==> config.mk <==
export PLATFORM = sky130hd
export DESIGN_NAME = fetch_sequencer
export DESIGN_NICKNAME = d
export VERILOG_FILES = /design/src/rtl/fetch_sequencer_pkg.sv /design/src/rtl/fetch_sequencer.sv
export SDC_FILE = /design/constraint.sdc
export NUM_CORES = 1
export LEC_CHECK = 0
export ABC_AREA = 1
export CAP_MARGIN = 25
export CORE_MARGIN = 3
export CORE_UTILIZATION = 48
export DETAILED_ROUTE_END_ITERATION = 16
export GPL_ROUTABILITY_DRIVEN = 0
export MAX_ROUTING_LAYER = met4
export PLACE_DENSITY = 0.86
export SLEW_MARGIN = 30
export SYNTH_ARGS = -nofsm -noshare
export SYNTH_HDL_FRONTEND = slang
export SYNTH_SLANG_ARGS = --single-unit
export TNS_END_PERCENT = 100
==> constraint.sdc <==
create_clock -name clk -period 3.4 [get_ports clk]
set_input_delay 0.51 -clock clk [delete_from_list [all_inputs] [get_ports clk]]
set_output_delay 0.51 -clock clk [all_outputs]
set_load 0.02 [all_outputs]
==> src/rtl/fetch_sequencer_pkg.sv <==
// Shared fetch-stage definitions: FSM encodings, reset PC, text-segment bounds, NOP.
// Reused by the fetch sequencer, the hazard unit and the bench.
package fetch_sequencer_pkg;

  typedef enum logic {
    S_FETCH = 1'b0,
    S_VALID = 1'b1
  } fetch_state_e;

  localparam logic [31:0] RESET_PC_DEF = 32'h0000_3000;
  localparam logic [31:0] TEXT_LO_DEF  = 32'h0000_3000;
  localparam logic [31:0] TEXT_HI_DEF  = 32'h0000_6FFC;
  localparam logic [31:0] NOP          = 32'h0000_0000;

  // Word-aligned and inside the inclusive text window.
  function automatic logic addr_legal(input logic [31:0] pc,
                                      input logic [31:0] lo,
                                      input logic [31:0] hi);
    return (pc[1:0] == 2'b00) && (pc >= lo) && (pc <= hi);
  endfunction

endpackage

==> src/rtl/fetch_sequencer.sv <==
// F-stage PC register and req/ack instruction fetch sequencer with MIPS delay-slot redirects.
// Optional fetch address-error checking is enabled by defining FETCH_ADEL_EN.
//
// Handshake: imem_req stays high with imem_addr stable until a cycle where
// imem_ack=1 (ack is ignored whenever imem_req=0); F_valid offers F_instr and is
// consumed on any cycle with stall=0.
module fetch_sequencer
  import fetch_sequencer_pkg::*;
#(
  parameter logic [31:0] RESET_PC = RESET_PC_DEF
`ifdef FETCH_ADEL_EN
  ,
  parameter logic [31:0] TEXT_LO  = TEXT_LO_DEF,
  parameter logic [31:0] TEXT_HI  = TEXT_HI_DEF
`endif
) (
  input  logic         clk,
  input  logic         reset,
  input  logic         stall,
  input  logic         redirect_valid,
  input  logic [31:0]  redirect_pc,
  output logic         imem_req,
  output logic [31:0]  imem_addr,
  input  logic         imem_ack,
  input  logic [31:0]  imem_rdata,
  output logic [31:0]  F_PC,
  output logic [31:0]  F_instr,
  output logic         F_valid,
  output logic         F_exc_adel,
  output fetch_state_e fsm_state
);

  fetch_state_e state;
  logic         live;
  logic [31:0]  pc;
  logic [31:0]  pend_pc;
  logic         pend_valid;
  logic [31:0]  buffer;
  logic         fetch_ok;
  logic [31:0]  next_pc;

`ifdef FETCH_ADEL_EN
  logic exc_q;

  assign fetch_ok   = addr_legal(pc, TEXT_LO, TEXT_HI);
  assign imem_addr  = pc;
  assign F_exc_adel = (state == S_VALID) && exc_q;
`else
  assign fetch_ok   = 1'b1;
  assign imem_addr  = {pc[31:2], 2'b00};
  assign F_exc_adel = 1'b0;
`endif

  // live holds the request off for the reset cycle and the first edge after it.
  assign imem_req  = live && (state == S_FETCH) && fetch_ok;
  assign F_valid   = (state == S_VALID);
  assign F_instr   = (state == S_VALID) ? buffer : NOP;
  assign F_PC      = pc;
  assign fsm_state = state;

  assign next_pc = redirect_valid ? redirect_pc :
                   pend_valid     ? pend_pc     :
                                    pc + 32'd4;

  always_ff @(posedge clk or posedge reset) begin
    if (reset) begin
      state      <= S_FETCH;
      live       <= 1'b0;
      pc         <= RESET_PC;
      pend_pc    <= 32'h0;
      pend_valid <= 1'b0;
      buffer     <= NOP;
`ifdef FETCH_ADEL_EN
      exc_q      <= 1'b0;
`endif
    end else begin
      live <= 1'b1;
      case (state)
        S_FETCH: begin
          // The outstanding fetch is the delay slot; the target waits in pend_pc.
          if (!stall && redirect_valid) begin
            pend_valid <= 1'b1;
            pend_pc    <= redirect_pc;
          end
          if (imem_req && imem_ack) begin
            buffer <= imem_rdata;
            state  <= S_VALID;
`ifdef FETCH_ADEL_EN
            exc_q  <= 1'b0;
          end else if (live && !fetch_ok) begin
            buffer <= NOP;
            exc_q  <= 1'b1;
            state  <= S_VALID;
`endif
          end
        end
        S_VALID: begin
          if (!stall) begin
            state      <= S_FETCH;
            pc         <= next_pc;
            pend_valid <= 1'b0;
          end
        end
        default: state <= S_FETCH;
      endcase
    end
  end

endmodule

==> results.toml, run 1 <==
[outcome]
status = "finished clean"

[setup_path]
reg2reg_to = "buffer[21]"
r2r_slack_ns = 1.42
required_ns = 2.89
crit_path_max_fanout = 35
timing.rr.start = "F_valid"
crit_path_cell_trace = "buf_4 -> nand2_1 -> inv_1 -> clkdlybuf4s50_1"
r2r_cells = 4
critical-path-slowest-cell = "clkdlybuf4s50_1"
start_kind = "flip-flop"
crit_family = "buffers and inverters"
setup.worst_path.end_class = "output port"
slowest_delay_ns = 0.60
crit_type = "reg -> out"
critPathBufInv = 3
arrival_ns = 1.91

[yosys]
synthTopCellsByArea = "dfrtp_1, mux2_2, nand2_1, inv_1, buf_4"
synth_top_cell_area_share_pct = 44.11
synth_xor_xnor_area_share_pct = 0.1592
synth_warnings = 0
synth_top_cell_by_area = "dfrtp_1"
synth_cell_types = 32
syn_area_um2 = 5503
synth-compound-area-share_pct = 9.868
seq_area_frac_synth_pct = 45.07
synth_top_family_by_area = "simple AND/OR/NAND/NOR gates"
synthCells = 656
synth-simple-area-share_pct = 22.06
syn_avg_cell_area_um2 = 8.388
synth-seq-cells = 99
synthMuxAreaShare_pct = 9.823
synthAdderAreaFrac_pct = 0.2274

[floorplan]
die_y_um = 113.1
start_util_pct = 49.89
die_width_um = 113.1
rows = 38
num_io_pins = 169
core_area_um2 = 11030
die-area_um2 = 12780

[grt]
grt_pass1_wl_mm = 23.40
met2_usage_pct = 36.97
grt_max_degree = 86
grt_usage_pct = 23.28
met3_usage_pct = 4.225
use_met1_pct = 31.20
overflow = 0
grt_pass1_vias = 4731
grt.busiest_layer = "met2"
antenna_found_initial = 0

[timing]
finalHoldViolCount = 0
whs_ns = 0.4909
slew-limit-headroom_pct = 47.84
finClkSkew_ns = 0.007793
fmax_mhz = 412.8
tightest_slew_ns = 0.7796
drv_slew = 0
final.period_utilization_pct = 71.25
period_needed_ns = 2.422
finalSetupViolCount = 0
rsz0062_at_grt = "false"
tns_ns = 0

[flow_run]
maxCapViolations = 0

[finish]
nets = 853
num_antenna_cells = 0
num-fill-cells = 878
finish.utilization_pct = 66.63
layout-drive-gt1-share_pct = 13.83
multi_input_area_um2 = 2336
areaGrowthSynthToFinish_pct = 33.56
final-seq-area_um2 = 2480

[routing]
first_iter_violations = 459
wire_per_inst_um = 15.57
dr.pass1.iters = 5
drc = 0
ant_nets = 0
vias = 4915
drt_wl_total_mm = 14.45
via_per_inst = 5.296

[clock_tree]
cts_root_buffer = "clkbuf_16"
htreeDepth = 3
clkSinkCount = 99
cts-buffers-inserted = 9
path_clk_slew_ns = 0.07
postCtsSetupBuffers = 0
cts_buffer_depth = 2
cts_resized = 0
cts_tree = "yes"
clock_latency_ns = 0.34
cts-hold-fix-buffers = 0

[power]
seqPwrFrac_pct = 39.1
switchingPower_mw = 1.622
p_int_mw = 2.900
power.density_nw_per_um2 = 615.3
power_frac_comb_pct = 36.9
swShare_pct = 35.87
power_leakage_nw = 3.358
finalPower_mw = 4.522
clkPwrFrac_pct = 24.0
peakVddDrop_mv = 0.3165

[placed_design]
io_buffers = 165
dpl.hpwl_mm = 10.69

[worst_hold_path]
holdPathEnd = "pend_pc[4]"
hold_depth = 2
min_path_type = "reg -> reg"
min_from = "pend_pc[4]"
## registers in the layout, indices dropped and copies added (netlist names)
name	flops
F_PC	32
F_valid	1
buffer	32
live	1
pend_pc	32
pend_valid	1
## worst max-delay path by stage
stage / from / cells past startpoint / to / slack, ns
after floorplan: reset / 1 / F_PC[0] / 0.30
after global placement: redirect_valid / 9 / F_PC[4] / 1.10
after detailed placement: redirect_valid / 9 / F_PC[4] / 1.0
after CTS: F_valid / 4 / F_instr[14] / 0.98
after global routing: F_valid / 4 / F_instr[9] / 0.86
final: F_valid / 4 / F_instr[9] / 0.98
## metrics by stage
stage / area (um2) / setup slack, ns / cells
2_1_floorplan: 5510 / 0.3029 / 658
3_3_place_gp: 7028 / 1.096 / 912
3_5_place_dp: 7030 / 1.000 / 912
4_1_cts: 7350 / 0.9765 / 928
5_1_grt: 7350 / 0.8584 / 928
6_report: 7350 / 0.9776 / 928
## power by group through the flow
stage	Sequential [mW]	Combinational [mW]	Clock, mW
2_1_floorplan	1.82	0.943	0
5_1_grt	1.80	1.80	1.15
3_3_place_gp	1.76	1.63	0
6_report	1.77	1.67	1.09
4_1_cts	1.76	1.68	1.11
3_5_place_dp	1.78	1.67	0
## cells by family after synthesis
logic type	after synthesis
simple gates	271
buf+inv	144
flops	99
compound gates	90
mux	48
other cells	2
fa+ha+maj	1
xor+xnor	1
## placed cells by master, fill, tap and decap left out, types with 9 or more instances in the layout
master             n
a21oi_1           25
inv_1             76
nor2_1            56
nor2_4            12
nand2_1          143
buf_4              9
a221oi_1          15
o21ai_0           32
dfrtp_1           97
clkdlybuf4s50_1  165
nand3_1           39
mux2_2            48
clkbuf_16          9
## synthesized netlist by cell type, drive strengths merged
| cell | count |
|---|---|
| a211oi | 2 |
| a21oi | 25 |
| a221oi | 15 |
| a22oi | 5 |
| a31oi | 4 |
| a32oi | 1 |
| and2 | 3 |
| buf | 52 |
| clkbuf | 8 |
| conb | 2 |
| dfrtp | 97 |
| dfstp | 2 |
| ha | 1 |
| inv | 84 |
| mux2 | 48 |
| nand2 | 152 |
| nand3 | 39 |
| nand4 | 1 |
| nor2 | 73 |
| nor3 | 2 |
| o211ai | 4 |
| o21ai | 34 |
| or2 | 1 |
| xor2 | 1 |
## worst reg2reg max path: cells and delay by family, from the launching register on
family	cells	cell delay, ns
buffers and inverters	1	0.36
DFF	1	0.39
muxes	1	0.43
and+or+nand+nor	2	0.68
## final cells by class
cell class	instances	area share (%)
Sequential cell	99	33.74
Multi-Input combinational cell	415	31.78
Timing Repair Buffer	174	23.39
Inverter	84	4.358
Clock buffer	10	3.115
Tap cell	140	2.383
Clock inverter	6	1.226
## metal layers
metal / wire, um / vias to the layer above
li1: - / 2326
met1: 6287 / 2312
met2: 6903 / 255
met3: 1039 / 22
met4: 216 / 0
met5: 0 / -
No activity file was read; power rests on OpenSTA's default activity.
==> run 2, diff against run 1 <==
--- a/config.mk
+++ b/config.mk
@@ -8,11 +8,11 @@
 export ABC_AREA = 1
 export CAP_MARGIN = 25
 export CORE_MARGIN = 3
-export CORE_UTILIZATION = 48
+export CORE_UTILIZATION = 43
 export DETAILED_ROUTE_END_ITERATION = 16
 export GPL_ROUTABILITY_DRIVEN = 0
 export MAX_ROUTING_LAYER = met4
-export PLACE_DENSITY = 0.86
+export PLACE_DENSITY = 0.81
 export SLEW_MARGIN = 30
 export SYNTH_ARGS = -nofsm -noshare
 export SYNTH_HDL_FRONTEND = slang
==> constraint.sdc (replaced) <==
create_clock -name clk -period 2.2 [get_ports clk]
set_input_delay 0.33 -clock clk [delete_from_list [all_inputs] [get_ports clk]]
set_output_delay 0.33 -clock clk [all_outputs]
set_load 0.02 [all_outputs]
==> run 2 against run 1 <==
Net effect: die area grew 11%; critical path type unchanged; non-clock buffer count grew 7; hold slack lost 0.018 ns; global-route usage shrank 1.9 points; clock skew grew 0.0045 ns; sequential share of layout area shrank 0.42 points; sequential power grew 54%; clock power grew 41%; cell area grew 1.3%; total power grew 52%; critical path depth is the same; first-iteration DRC count grew 15%; highest routed layer unchanged.
==> results.toml, run 2 (synthesized netlist as in run 1, its figures left out) <==
[power]
power.density_nw_per_um2 = 921.9
power_leakage_nw = 3.384
peakVddDrop_mv = 0.4772

[grt]
grt_usage_pct = 21.38
overflow = 0
grt_max_degree = 100
antenna_found_initial = 0
grt_pass1_vias = 4754
grt_pass1_wl_mm = 23.96

[placed_design]
dpl.hpwl_mm = 10.83
io_buffers = 165

[routing]
drc = 0
vias = 4850
dr.pass1.iters = 5
first_iter_violations = 527
wire_per_inst_um = 15.09
ant_nets = 0
via_per_inst = 5.036
drt_wl_total_mm = 14.53

[finish]
layout-drive-gt1-share_pct = 14.72
areaGrowthSynthToFinish_pct = 35.24
layout_common_cells = "clkdlybuf4s50_1, nand2_1, dfrtp_1, inv_1, nor2_1"
num_antenna_cells = 0
nets = 860
finish.utilization_pct = 60.69
layout_commonest_cell = "clkdlybuf4s50_1"

[setup_path]
crit_path_cell_trace = "buf_12 -> nand2_1 -> inv_1 -> clkdlybuf4s50_1"
crit_path_max_fanout = 35
critical-path-slowest-cell = "clkdlybuf4s50_1"
crit_type = "reg -> out"
slowest_delay_ns = 0.59
crit_family = "buffers and inverters"
start_kind = "flip-flop"
critPathBufInv = 3
setup.worst_path.end_class = "output port"
arrival_ns = 1.72
required_ns = 1.87

[floorplan]
die_y_um = 119.1
start_util_pct = 44.88
core_area_um2 = 12260
num_io_pins = 169
die-area_um2 = 14190
rows = 40
die_width_um = 119.1

[worst_hold_path]
min_path_type = "in -> async"

[timing]
tns_ns = 0
slew-limit-headroom_pct = 64.17
finalHoldViolCount = 0
final.period_utilization_pct = 93.15
finClkSkew_ns = 0.01225
drv_slew = 0
fmax_mhz = 488.0
finalSetupViolCount = 0
tightest_slew_ns = 0.5368
period_needed_ns = 2.049
rsz0062_at_grt = "false"

[clock_tree]
clkSinkCount = 99
path_clk_slew_ns = 0.08
cts_root_buffer = "clkbuf_16"
cts_tree = "yes"
cts_buffer_depth = 2
postCtsSetupBuffers = 0
cts-buffers-inserted = 9
cts-hold-fix-buffers = 0
clock_latency_ns = 0.35
cts_resized = 0
htreeDepth = 3

[flow_run]
maxCapViolations = 0

[outcome]
status = "finished clean"
## run 2: cell count changes in the layout (fill, tap and decap cells not counted)
| cell | change |
|---|---|
| nand3_2 | +1 |
| buf_4 | +4 |
| clkinv_2 | -1 |
| inv_8 | +1 |
| clkinvlp_4 | +1 |
| buf_12 | +3 |
| nand3_1 | -1 |
| inv_6 | +3 |
| bufinv_16 | -2 |
| clkinv_4 | -2 |
## run 2: final timing paths
check	startpoint	to	slack (ns)	cells after the start
min reg2reg	F_PC[1]	F_PC[1]	0.49	2
min in group clk	F_PC[1]	F_PC[1]	0.49	2
max in group asynchronous	reset	F_PC[25]	1.31	3
max reg2reg	F_PC[12]	F_PC[31]	0.49	8
max	F_valid	F_instr[24]	0.15	4
min	reset	buffer[0]	0.47	3
## run 2: through the flow
stage,cell area [um2],setup WS [ns],power (mW),instances,hold slack (ns)
4_1_cts,7442,0.1259,6.905,963,0.4947
3_5_place_dp,7159,0.07683,5.366,947,0.4774
5_1_grt,7442,0.03526,7.247,963,0.5097
2_1_floorplan,5514,0.6362,4.277,658,0.4534
6_report,7442,0.1506,6.861,963,0.4728
3_3_place_gp,7159,0.1084,5.290,947,0.4662
## run 2: worst min-delay path: stages
cell,delay [ns]
clkdlybuf4s50_1,0.44
clkinvlp_4,0.10
buf_12,0.40
## run 2: layout make-up
type,count,area [um2]
Timing Repair Buffer,181,1809
Clock inverter,6,53.80
Clock buffer,10,229.0
Fill cell,1070,4820
Inverter,84,319.1
Multi-Input combinational cell,415,2341
Sequential cell,99,2480
Tap cell,168,210.2
## run 2: routing by layer
metal  up-vias  global-route usage (%)  wire, um
met5         -                       -         0
met4         0                   7.169       306
met3        30                   3.181      1000
met2       207                   33.77      6794
met1      2270                   28.36      6426
li1       2343                       -         -
## run 2: power breakdown
group / internal (mW) / switching, mW
clock network: 0.793 / 0.743
logic: 1.25 / 1.35
registers: 2.25 / 0.473
